[config.mk]
export PLATFORM = sky130hd
export DESIGN_NAME = dut_arbiter
export DESIGN_NICKNAME = d
export VERILOG_FILES = /design/src/rtl/dut_arbiter_pkg.sv /design/src/rtl/dut_arb_rr_pick.sv /design/src/rtl/dut_arbiter.sv
export SDC_FILE = /design/constraint.sdc
export NUM_CORES = 1
export LEC_CHECK = 0
export BUFFER_PORTS_ARGS = -buffer_cell sky130_fd_sc_hd__buf_2
export CORE_MARGIN = 2
export CORE_UTILIZATION = 50
export CTS_BUF_LIST = sky130_fd_sc_hd__clkbuf_8
export DETAILED_ROUTE_END_ITERATION = 10
export GPL_TIMING_DRIVEN = 0
export PLACE_DENSITY = 0.88
export SLEW_MARGIN = 0
export SYNTH_ARGS = -nofsm -noshare
export SYNTH_HDL_FRONTEND = slang
export SYNTH_HIERARCHICAL = 1
export SYNTH_SLANG_ARGS = --single-unit
[constraint.sdc]
create_clock -name i_clk -period 5.03 [get_ports i_clk]
set_input_delay 0.2515 -clock i_clk [delete_from_list [all_inputs] [get_ports i_clk]]
set_output_delay 0.2515 -clock i_clk [all_outputs]
set_load 0.02 [all_outputs]
[src/rtl/dut_arbiter_pkg.sv]
// Shared types and constants for the round-robin datapath arbiter.
// Requester indices are 3 bits wide so up to eight requesters fit.
package dut_arbiter_pkg;

  localparam int DATA_W      = 8;
  localparam int MAX_NUM_REQ = 8;

  typedef logic [2:0] req_idx_t;

  typedef struct packed {
    logic     vld;
    req_idx_t idx;
  } tag_t;

  // Increment an index modulo n (n is the active requester count).
  function automatic req_idx_t wrap_inc(input req_idx_t idx, input int n);
    if (int'(idx) == n - 1) begin
      return '0;
    end
    return idx + 3'd1;
  endfunction

endpackage

[src/rtl/dut_arb_rr_pick.sv]
// Combinational rotate-priority picker: first valid requester found
// when scanning upward (with wrap) from start_i.
module dut_arb_rr_pick
  import dut_arbiter_pkg::*;
#(
  parameter int NUM_REQ = 4
) (
  input  logic [NUM_REQ-1:0] valid_i,
  input  req_idx_t           start_i,
  output logic [NUM_REQ-1:0] grant_o,
  output req_idx_t           idx_o,
  output logic               found_o
);

  logic [MAX_NUM_REQ-1:0] valid_ext;

  assign valid_ext = MAX_NUM_REQ'(valid_i);

  always_comb begin
    req_idx_t cand;
    cand    = start_i;
    idx_o   = '0;
    found_o = 1'b0;
    for (int off = 0; off < NUM_REQ; off++) begin
      if (!found_o && valid_ext[cand]) begin
        found_o = 1'b1;
        idx_o   = cand;
      end
      cand = wrap_inc(cand, NUM_REQ);
    end
  end

  generate
    for (genvar gi = 0; gi < NUM_REQ; gi++) begin : g_grant
      assign grant_o[gi] = found_o && (idx_o == req_idx_t'(gi));
    end
  endgenerate

endmodule

[src/rtl/dut_arbiter.sv]
// Round-robin arbiter with bounded bursts in front of a fixed-latency byte
// datapath; tags every issued byte and routes the returned byte to its owner.
module dut_arbiter
  import dut_arbiter_pkg::*;
#(
  parameter int NUM_REQ    = 4,
  parameter int MAX_BURST  = 2,
  parameter int DP_LATENCY = 1
) (
  input  logic                      i_clk,
  input  logic                      i_reset,
  input  logic [NUM_REQ-1:0]        i_req_valid,
  input  logic [NUM_REQ*DATA_W-1:0] i_req_data,
  output logic [NUM_REQ-1:0]        o_req_ready,
  input  logic                      i_stall,
  output logic [DATA_W-1:0]         o_dp_data,
  output logic                      o_dp_valid,
  input  logic [DATA_W-1:0]         i_dp_data,
  output logic [NUM_REQ-1:0]        o_rsp_valid,
  output logic [DATA_W-1:0]         o_rsp_data,
  output logic                      o_busy
);

  localparam logic [3:0] BURST_LIMIT = 4'(MAX_BURST);

  logic                   last_vld_q, last_vld_d;
  req_idx_t               last_idx_q, last_idx_d;
  logic [3:0]             burst_cnt_q, burst_cnt_d;
  logic                   dp_valid_q;
  logic [DATA_W-1:0]      dp_data_q;
  req_idx_t               dp_idx_q;
  tag_t                   tag_q [DP_LATENCY];
  tag_t                   tag_out;
  logic                   tag_any;
  logic [NUM_REQ-1:0]     rsp_valid_q, rsp_valid_d;
  logic [DATA_W-1:0]      rsp_data_q;

  logic [MAX_NUM_REQ-1:0] valid_ext;
  logic [DATA_W-1:0]      req_bytes [MAX_NUM_REQ];
  logic [NUM_REQ-1:0]     last_match;
  logic [NUM_REQ-1:0]     pick_grant;
  req_idx_t               pick_idx;
  req_idx_t               start_idx;
  req_idx_t               grant_idx;
  logic                   pick_found;
  logic                   keep_last;
  logic                   grant_en;

  assign valid_ext = MAX_NUM_REQ'(i_req_valid);

  generate
    for (genvar gi = 0; gi < MAX_NUM_REQ; gi++) begin : g_bytes
      if (gi < NUM_REQ) begin : g_used
        assign req_bytes[gi] = i_req_data[gi*DATA_W +: DATA_W];
      end else begin : g_pad
        assign req_bytes[gi] = '0;
      end
    end
    for (genvar gi = 0; gi < NUM_REQ; gi++) begin : g_match
      assign last_match[gi]  = (last_idx_q == req_idx_t'(gi));
      assign rsp_valid_d[gi] = tag_out.vld && (tag_out.idx == req_idx_t'(gi));
    end
  endgenerate

  // Before any grant the scan starts at requester 0.
  assign start_idx = last_vld_q ? wrap_inc(last_idx_q, NUM_REQ) : '0;

  dut_arb_rr_pick #(
    .NUM_REQ (NUM_REQ)
  ) u_pick (
    .valid_i (i_req_valid),
    .start_i (start_idx),
    .grant_o (pick_grant),
    .idx_o   (pick_idx),
    .found_o (pick_found)
  );

  assign keep_last   = last_vld_q && valid_ext[last_idx_q] && (burst_cnt_q < BURST_LIMIT);
  assign grant_en    = i_reset && !i_stall && (keep_last || pick_found);
  assign grant_idx   = keep_last ? last_idx_q : pick_idx;
  assign o_req_ready = grant_en ? (keep_last ? last_match : pick_grant) : '0;

  always_comb begin
    last_vld_d  = last_vld_q;
    last_idx_d  = last_idx_q;
    burst_cnt_d = '0;
    if (grant_en) begin
      last_vld_d = 1'b1;
      last_idx_d = grant_idx;
      if (last_vld_q && (last_idx_q == grant_idx)) begin
        burst_cnt_d = (burst_cnt_q == 4'hF) ? burst_cnt_q : burst_cnt_q + 4'd1;
      end else begin
        burst_cnt_d = 4'd1;
      end
    end
  end

  always_ff @(posedge i_clk) begin
    if (!i_reset) begin
      last_vld_q  <= 1'b0;
      last_idx_q  <= '0;
      burst_cnt_q <= '0;
      dp_valid_q  <= 1'b0;
      dp_data_q   <= '0;
      dp_idx_q    <= '0;
    end else begin
      last_vld_q  <= last_vld_d;
      last_idx_q  <= last_idx_d;
      burst_cnt_q <= burst_cnt_d;
      dp_valid_q  <= grant_en;
      if (grant_en) begin
        dp_data_q <= req_bytes[grant_idx];
        dp_idx_q  <= grant_idx;
      end
    end
  end

  // Tag shift register mirrors the datapath latency so the tail tag lines up with i_dp_data.
  always_ff @(posedge i_clk) begin
    if (!i_reset) begin
      for (int s = 0; s < DP_LATENCY; s++) begin
        tag_q[s] <= '0;
      end
    end else begin
      tag_q[0] <= {dp_valid_q, dp_idx_q};
      for (int s = 1; s < DP_LATENCY; s++) begin
        tag_q[s] <= tag_q[s-1];
      end
    end
  end

  assign tag_out = tag_q[DP_LATENCY-1];

  always_comb begin
    tag_any = 1'b0;
    for (int s = 0; s < DP_LATENCY; s++) begin
      tag_any = tag_any | tag_q[s].vld;
    end
  end

  always_ff @(posedge i_clk) begin
    if (!i_reset) begin
      rsp_valid_q <= '0;
      rsp_data_q  <= '0;
    end else begin
      rsp_valid_q <= rsp_valid_d;
      if (tag_out.vld) begin
        rsp_data_q <= i_dp_data;
      end
    end
  end

  assign o_dp_valid  = dp_valid_q;
  assign o_dp_data   = dp_data_q;
  assign o_rsp_valid = rsp_valid_q;
  assign o_rsp_data  = rsp_data_q;
  assign o_busy      = dp_valid_q | tag_any | (|rsp_valid_q);

endmodule

======== Word level (Yosys, flattened, before mapping) ========
Memory sizes are Yosys's and may differ from the RTL's.
Index checks and enable logic that the tools add are counted.
storage, ports and cells
  memory bits (writable) .................. 4
  bits of input ports ..................... 47
  output and inout bits ................... 26
  logic and storage cells ................. 111
  register bits after elaboration ......... 29
  memories kept ........................... 1
operators by class
  muxes and demuxes ....................... 43
  add/sub/neg operators ................... 5
  reduce and logical (&&, ||, !) cells .... 28
  bitwise operators ....................... 3
  magnitude comparators ................... 7
  equality and inequality tests ........... 16
memories
  memory  words  bits a word  rd ports  clocked after memory_dff  wr ports  RTL line           RTL
  tag_q   1      4            1         0                         1         dut_arbiter.sv:32  tag_t tag_q [DP_LATENCY];
operators by type and width
  cell                                                                    number
  3-bit 2-to-1 mux                                                        14
  8-bit binary-select mux with 3-bit select                               1
  3-bit by 4-bit < comparator with 1-bit output (second input constant)   5
  3-bit by 2-bit equality test with 1-bit output (second input constant)  6
  1-bit 2-to-1 mux                                                        18
  1-bit logical AND                                                       16
  8-bit 2-to-1 mux                                                        2
  1-bit binary-select mux with 3-bit select                               5
  3-bit by 1-bit adder with 3-bit output (second input constant)          4
  3-bit equality test (second input constant)                             4
  4-bit 2-to-1 mux                                                        3
  3-bit by 1-bit equality test with 1-bit output (second input constant)  3
  3-bit zero test                                                         3
  4-bit OR reduction                                                      2
  4-bit by 1-bit adder with 4-bit output (second input constant)          1
  4-bit equality test (second input constant)                             1
  4-bit greater-or-equal comparator (second input constant)               1
  1-bit zero test                                                         4
  4-bit by 2-bit < comparator with 1-bit output (second input constant)   1
  3-bit inverter with 4-bit output                                        1
  3-bit equality test                                                     1
  3-bit AND reduction                                                     1
  2-bit != test (second input constant)                                   1
  1-bit bitwise OR                                                        2
  other kinds (2)                                                         2

======== Longest topological paths before layout ========
Gate-level depths: netlist (run 1).
  word-level depth ........................ 22
  mapped depth ............................ 17
  gate-level depth less buffers ........... 16

======== By module ========
The synthesis (run 1) kept the hierarchy.
modules (own cells, without submodules)
  module           cells each  sequential area each (µm²)  times used  area an instance (µm²)
  dut_arbiter      210         660.6                       1           1864.3
  dut_arb_rr_pick  59          0.0                         1           447.9

======== Least setup slack after synthesis (run 1) ========
No wires, ideal clock.
  path type ............................... register to register
  start point ............................. reg, netlist name dp_idx_q[0]
  end point ............................... reg dp_data_q[6], in the netlist o_dp_data[6]
  buffers on the path ..................... 2
  required time ........................... 4.910 ns
  period minus slack after synthesis ...... 3.722 ns
  data arrival time ....................... 3.602 ns
  cell stages (with the launch flop) ...... 18
  library setup time ...................... 0.120 ns
  slack ................................... 1.308 ns
  cell sequence ........................... dfxtp_1 ha_1 nor2b_1 nor3_1 inv_1 ha_1 buf_2 mux2i_1 nand2_1 a211oi_1 o31a_1 o2bb2ai_2 inv_1 a31o_4 buf_6 a21oi_2 nor3_1 a211o_1
RTL lines
  item                  RTL line            RTL
  end signal, assigned  dut_arbiter.sv:112  dp_data_q <= req_bytes[grant_idx];
  end, declared         dut_arbiter.sv:30   logic [DATA_W-1:0] dp_data_q;

==> results of run 1 <==
[worst max-delay path, stage by stage (launching register included)]
cell and delay [ps]:
dfxtp_1 350, ha_1 200, nor2b_1 140, nor3_1 810, inv_1 160, ha_1 320, buf_2 190, mux2i_1 320
nand2_1 80, a211oi_1 370, o31a_1 220, o2bb2ai_2 190, inv_1 130, a31oi_2 420, buf_6 210, nor3_1 60
nor3_1 170, a211o_1 120
[cell usage in the layout (no fill, tap or decap), types with 4 or more instances in the layout]
cell / instances
mux2_2: 4
a21oi_1: 19
mux2i_1: 14
dfxtp_1: 33
nor2_1: 13
nor3_1: 34
inv_1: 12
ha_1: 8
nand3_1: 6
buf_6: 8
clkbuf_8: 6
nor2b_1: 13
nand2_1: 24
a211o_1: 8
and2_1: 4
buf_2: 74
o21ai_0: 4
[metrics by stage]
stage	cells	total power [mW]	utilization
after global routing	401	1.50	0.647
final	401	1.40	0.647
after detailed placement	393	1.13	0.620
after global placement	393	1.11	0.620
after CTS	401	1.39	0.647
after floorplan	269	0.963	-
[where the power goes]
| part | total (mW) | internal [mW] | switching, mW | leakage, nW |
|---|---|---|---|---|
| clock | 0.255 | 0.159 | 0.0958 | 0.0626 |
| sequential | 0.336 | 0.305 | 0.0308 | 0.269 |
| combinational | 0.806 | 0.346 | 0.460 | 1.02 |
| total | 1.40 | 0.810 | 0.587 | 1.35 |
[logic make-up after synthesis]
kind of cell             synth area share
AO/OA/AOI/OAI                       0.213
adder cells (fa/ha/maj)            0.0433
multiplexers                       0.0947
XOR/XNOR                           0.0114
buffers and inverters              0.0731
AND/OR/NAND/NOR                     0.277
flip-flops                          0.286
other                             0.00162
[cell type report]
cell class              instances  area (sq um)  area share
well taps                      52          65.1      0.0228
clock buffers                   6          82.6      0.0289
flip-flops and latches         33           661       0.231
multi-input cells             211          1480       0.520
clock inverters                 2          33.8      0.0118
repair buffers                 72           360       0.126
inverters                      11          41.3      0.0145
plain buffers                  14           128      0.0447
[final timing paths]
kind | depth (start not counted) | to | from
hold / removal | 3 | o_rsp_data[5]$_SDFFE_PN0P_ | i_dp_data[5]
setup reg to reg | 17 | o_dp_data[0]$_SDFFE_PN0P_ | dp_idx_q[1]$_SDFFE_PN0P_
setup / recovery | 17 | o_dp_data[0]$_SDFFE_PN0P_ | dp_idx_q[1]$_SDFFE_PN0P_
hold reg to reg | 1 | o_rsp_valid[0]$_SDFF_PN0_ | tag_q[0][2]$_SDFF_PN0_
[layer usage]
| metal | track usage | part of all wire |
|---|---|---|
| met5 | 0 | 0 |
| met4 | 0.0713 | 0.0060 |
| met3 | 0.0514 | 0.068 |
| met2 | 0.384 | 0.48 |
| met1 | 0.293 | 0.44 |
[state kept, by name (all words and copies together) (netlist names)]
register	count
burst_cnt_q	4
dp_idx_q	3
last_vld_q	1
o_dp_data	8
o_dp_valid	1
o_rsp_data	8
o_rsp_valid	4
tag_q	4
[synth_stat cells (3+ instances only)]
| cell type | count | area share |
|---|---|---|
| mux2_2 | 4 | 0.019 |
| inv_1 | 11 | 0.018 |
| o21ai_0 | 4 | 0.0087 |
| a21oi_1 | 19 | 0.041 |
| nand3_1 | 6 | 0.013 |
| ha_1 | 8 | 0.043 |
| dfxtp_1 | 33 | 0.29 |
| nor3_1 | 34 | 0.074 |
| a211o_1 | 8 | 0.030 |
| xnor2_1 | 3 | 0.011 |
| nor2_1 | 13 | 0.021 |
| mux2i_1 | 14 | 0.061 |
| nor3b_1 | 3 | 0.0097 |
| and2_1 | 4 | 0.011 |
| buf_6 | 8 | 0.039 |
| nor2b_1 | 13 | 0.035 |
| a21oi_2 | 3 | 0.011 |
| nand2_1 | 24 | 0.039 |
==> results.toml, run 1 <==
[outcome]
status = "completed"

[cts]
postCtsHoldBufs = 0
cts_tree = "built"
clk-insertion-delay-late_ps = 280
clockBufferDepth = 2
post_cts_buffers = 0
clock_sinks = 33
cts_resized = 0
cts_buffers = 5
htree_num_levels = 2
clk_pin_slew_worst_paths_ps = 70
cts-root-buf = "clkbuf_8"

[timing]
period_share = 0.900
period_needed_ps = 4530
holdWs_ps = 228
finalSetupViolCount = 0
slew_headroom = 0.294
tightest_slew_ps = 1050
hold_violations = 0
max_freq_mhz = 221
rsz0062_at_grt = "no"
worst_slack_ps = 504
fin_setup_tns_ps = 0
fin_skew_ps = 4.82
maxSlewViolCount = 0

[floorplanning]
initial_utilization = 0.524
row_count = 24
die_h_um = 72.0
dieArea_sq_um = 5180
die_w_um = 72.0
core_sq_um = 4410
boundaryPins = 73

[finish]
fillers = 359
final_layout_size_suffix_gt1_frac = 0.330
nNetsFinal = 403
area_delta_synth_final_pct = 23.4
diodes = 0
final_cell_area_sq_um = 2850

[place]
io_buffers = 72
post-place-ws_ps = 630
gp_congestion = 0.876
post_dp_cell_area_sq_um = 2740
hpwlAfterDp_um = 4240

[critical_path]
crit_required_ps = 5260
startpoint_type = "flop"
r2r_setup_slack_ps = 500
crit_type = "reg -> reg"
cp_max_fo = 10
end_kind = "flop"
arrival_ps = 4760

[route]
dr.pass1.iters = 4
wire_per_inst_um = 14.0
vias = 2291
wirelength_um = 5630
drc = 0
via_per_inst = 5.71
dr.first_iter.drc_count = 78
drtAntennaViolNets = 0

[grt]
grt_pass1_vias = 2173
grt_use_total = 0.229
overflow = 0
grt_pass1_wl_um = 9600
antenna_found_initial = 0
grt_max_degree = 11

[logic_synthesis]
async_flop_share = 0
synth_warnings = 6
ys_seq_area_frac = 0.286
syn_area_sq_um = 2310
avgSynthCellArea_sq_um = 8.60
synth-edff-count = 0
synthFlopType = "dfxtp_1"
synth_cells = 269
ys_ff_latch = 33
synth.distinct_cells = 64
synth_nets = 324

[flow_run]
maxCapViolations = 0

[power]
peakVddDrop_mv = 0.319
leakagePower_nw = 1.35
powerDensity_nw_per_um2 = 489

[worst_hold_path]
hold_path.class = "in -> reg"
No activity file was read; power rests on OpenSTA's default activity.
==> inputs of run 2 (changes only) <==
==> constraint.sdc (replaced) <==
create_clock -name i_clk -period 5.03 [get_ports i_clk]
set_input_delay 0.503 -clock i_clk [delete_from_list [all_inputs] [get_ports i_clk]]
set_output_delay 0.503 -clock i_clk [all_outputs]
set_load 0.02 [all_outputs]
==> run 2 against run 1 <==
Net effect: die area unchanged; clock power about the same; critical path depth decreased by 2; hold slack improved by 200 ps; clock skew increased by 2.7 ps; sequential power about the same; critical path type is now reg -> out; critical endpoint is now o_req_ready[2].
==> results.toml, run 2 (synthesized netlist as in run 1, its figures left out) <==
[outcome]
status = "completed"

[place]
dp.cells = 393
gp_congestion = 0.876
hpwlAfterDp_um = 4240
io_buffers = 72
post_dp_cell_area_sq_um = 2740

[finish]
layoutNonFillerInstCount = 401
nNetsFinal = 403
diodes = 0
multi_input_area_sq_um = 1490
final_util = 0.648
fillers = 359
layout_commonest_cell = "buf_2"
final_cell_mix = "buf_2 (74), nor3_1 (33), dfxtp_1 (33)"
area_delta_synth_final_pct = 23.6
final_layout_size_suffix_gt1_frac = 0.332
regArea_sq_um = 661
final_cell_area_sq_um = 2860

[cts]
clk-insertion-delay-late_ps = 280
htree_num_levels = 2
clock_sinks = 33
cts_tree = "built"
clockBufferDepth = 2
cts_resized = 0
cts_buffers = 5
clk_pin_slew_worst_paths_ps = 70
cts-root-buf = "clkbuf_8"
postCtsHoldBufs = 0
post_cts_buffers = 0

[floorplanning]
initial_utilization = 0.524
boundaryPins = 73
row_count = 24
die_w_um = 72.0
dieArea_sq_um = 5180
die_h_um = 72.0
core_sq_um = 4410

[flow_run]
maxCapViolations = 0

[power]
p_sw_mw = 0.590
clock_power_share = 0.183
power_frac_seq = 0.240
netSwitchingFraction = 0.421
peakVddDrop_mv = 0.317
leakagePower_nw = 1.35
share_comb_of_total_power = 0.577
power.internal_mw = 0.811
powerDensity_nw_per_um2 = 490
total_power_mw = 1.40

[grt]
grt_pass1_vias = 2173
grt_max_degree = 11
grt_use_total = 0.229
grt_pass1_wl_um = 9600
antenna_found_initial = 0
overflow = 0

[critical_path]
arrival_ps = 3830
r2r_setup_slack_ps = 880
end_kind = "output pin"
crit_type = "reg -> out"
crit_required_ps = 4530
startpoint_type = "flop"
cp_max_fo = 9

[timing]
max_freq_mhz = 231
rsz0062_at_grt = "no"
slew_headroom = 0.585
fin_setup_tns_ps = 0
maxSlewViolCount = 0
fin_skew_ps = 7.56
period_needed_ps = 4330
hold_violations = 0
finalSetupViolCount = 0
tightest_slew_ps = 619
period_share = 0.862

[route]
drc = 0
wire_per_inst_um = 14.1
dr.first_iter.drc_count = 91
wirelength_um = 5660
via_per_inst = 5.68
vias = 2276
drtAntennaViolNets = 0
dr.pass1.iters = 4

[worst_hold_path]
hold_path.class = "reg -> reg"
run 2: changes by cell type in the layout (fill, tap and decap cells not counted):
cell	before	now
nor3_1	34	33
nor3_2	2	3
run 2: final timing paths:
| kind | depth (start not counted) | to | start |
|---|---|---|---|
| max | 15 | o_req_ready[2] | dp_idx_q[1]$_SDFFE_PN0P_ |
| min | 1 | o_rsp_valid[0]$_SDFF_PN0_ | tag_q[0][2]$_SDFF_PN0_ |
| max reg2reg | 16 | burst_cnt_q[3]$_SDFFE_PN0P_ | dp_idx_q[1]$_SDFFE_PN0P_ |
| min reg2reg | 1 | o_rsp_valid[0]$_SDFF_PN0_ | tag_q[0][2]$_SDFF_PN0_ |
run 2: per-stage QoR:
step	hold slack [ps]	worst slack [ps]
finish	426	696
global route	439	355
CTS	427	432
detailed placement	419	630
global placement	406	741
floorplan	399	1230
run 2: cell type report:
cell class                      count  area share
Multi-Input combinational cell    211       0.520
Clock buffer                        6      0.0289
Buffer                             14      0.0446
Sequential cell                    33       0.231
Inverter                           11      0.0144
Timing Repair Buffer               72       0.126
Clock inverter                      2      0.0118
Tap cell                           52      0.0228
run 2: metal layers:
metal | share of wire | vias to the layer above | global-route usage
met5 | 0 | - | 0
met3 | 0.063 | 4 | 0.0514
met4 | 0.0060 | 0 | 0.0713
met1 | 0.45 | 1054 | 0.293
met2 | 0.48 | 85 | 0.384
li1 | - | 1133 | -
run 2: power groups by stage:
stage                     Clock (mW)  Sequential, mW  Combinational, mW
after CTS                      0.258           0.336              0.799
after global placement             0           0.339              0.770
after global routing           0.271           0.342              0.887
after detailed placement           0           0.341              0.793
after floorplan                    0           0.371              0.592
final                          0.256           0.336              0.809
run 2: critical path: stages, from the launching register on:
cell and delay [ps]:
dfxtp_1 350, ha_1 200, nor2b_1 150, nor3_2 480, inv_1 140, ha_1 300, buf_2 190, mux2i_1 320
nand2_1 80, a211oi_1 350, o31a_1 230, o2bb2ai_2 200, and2_1 180, nand2_1 50, a21oi_1 160, buf_2 190
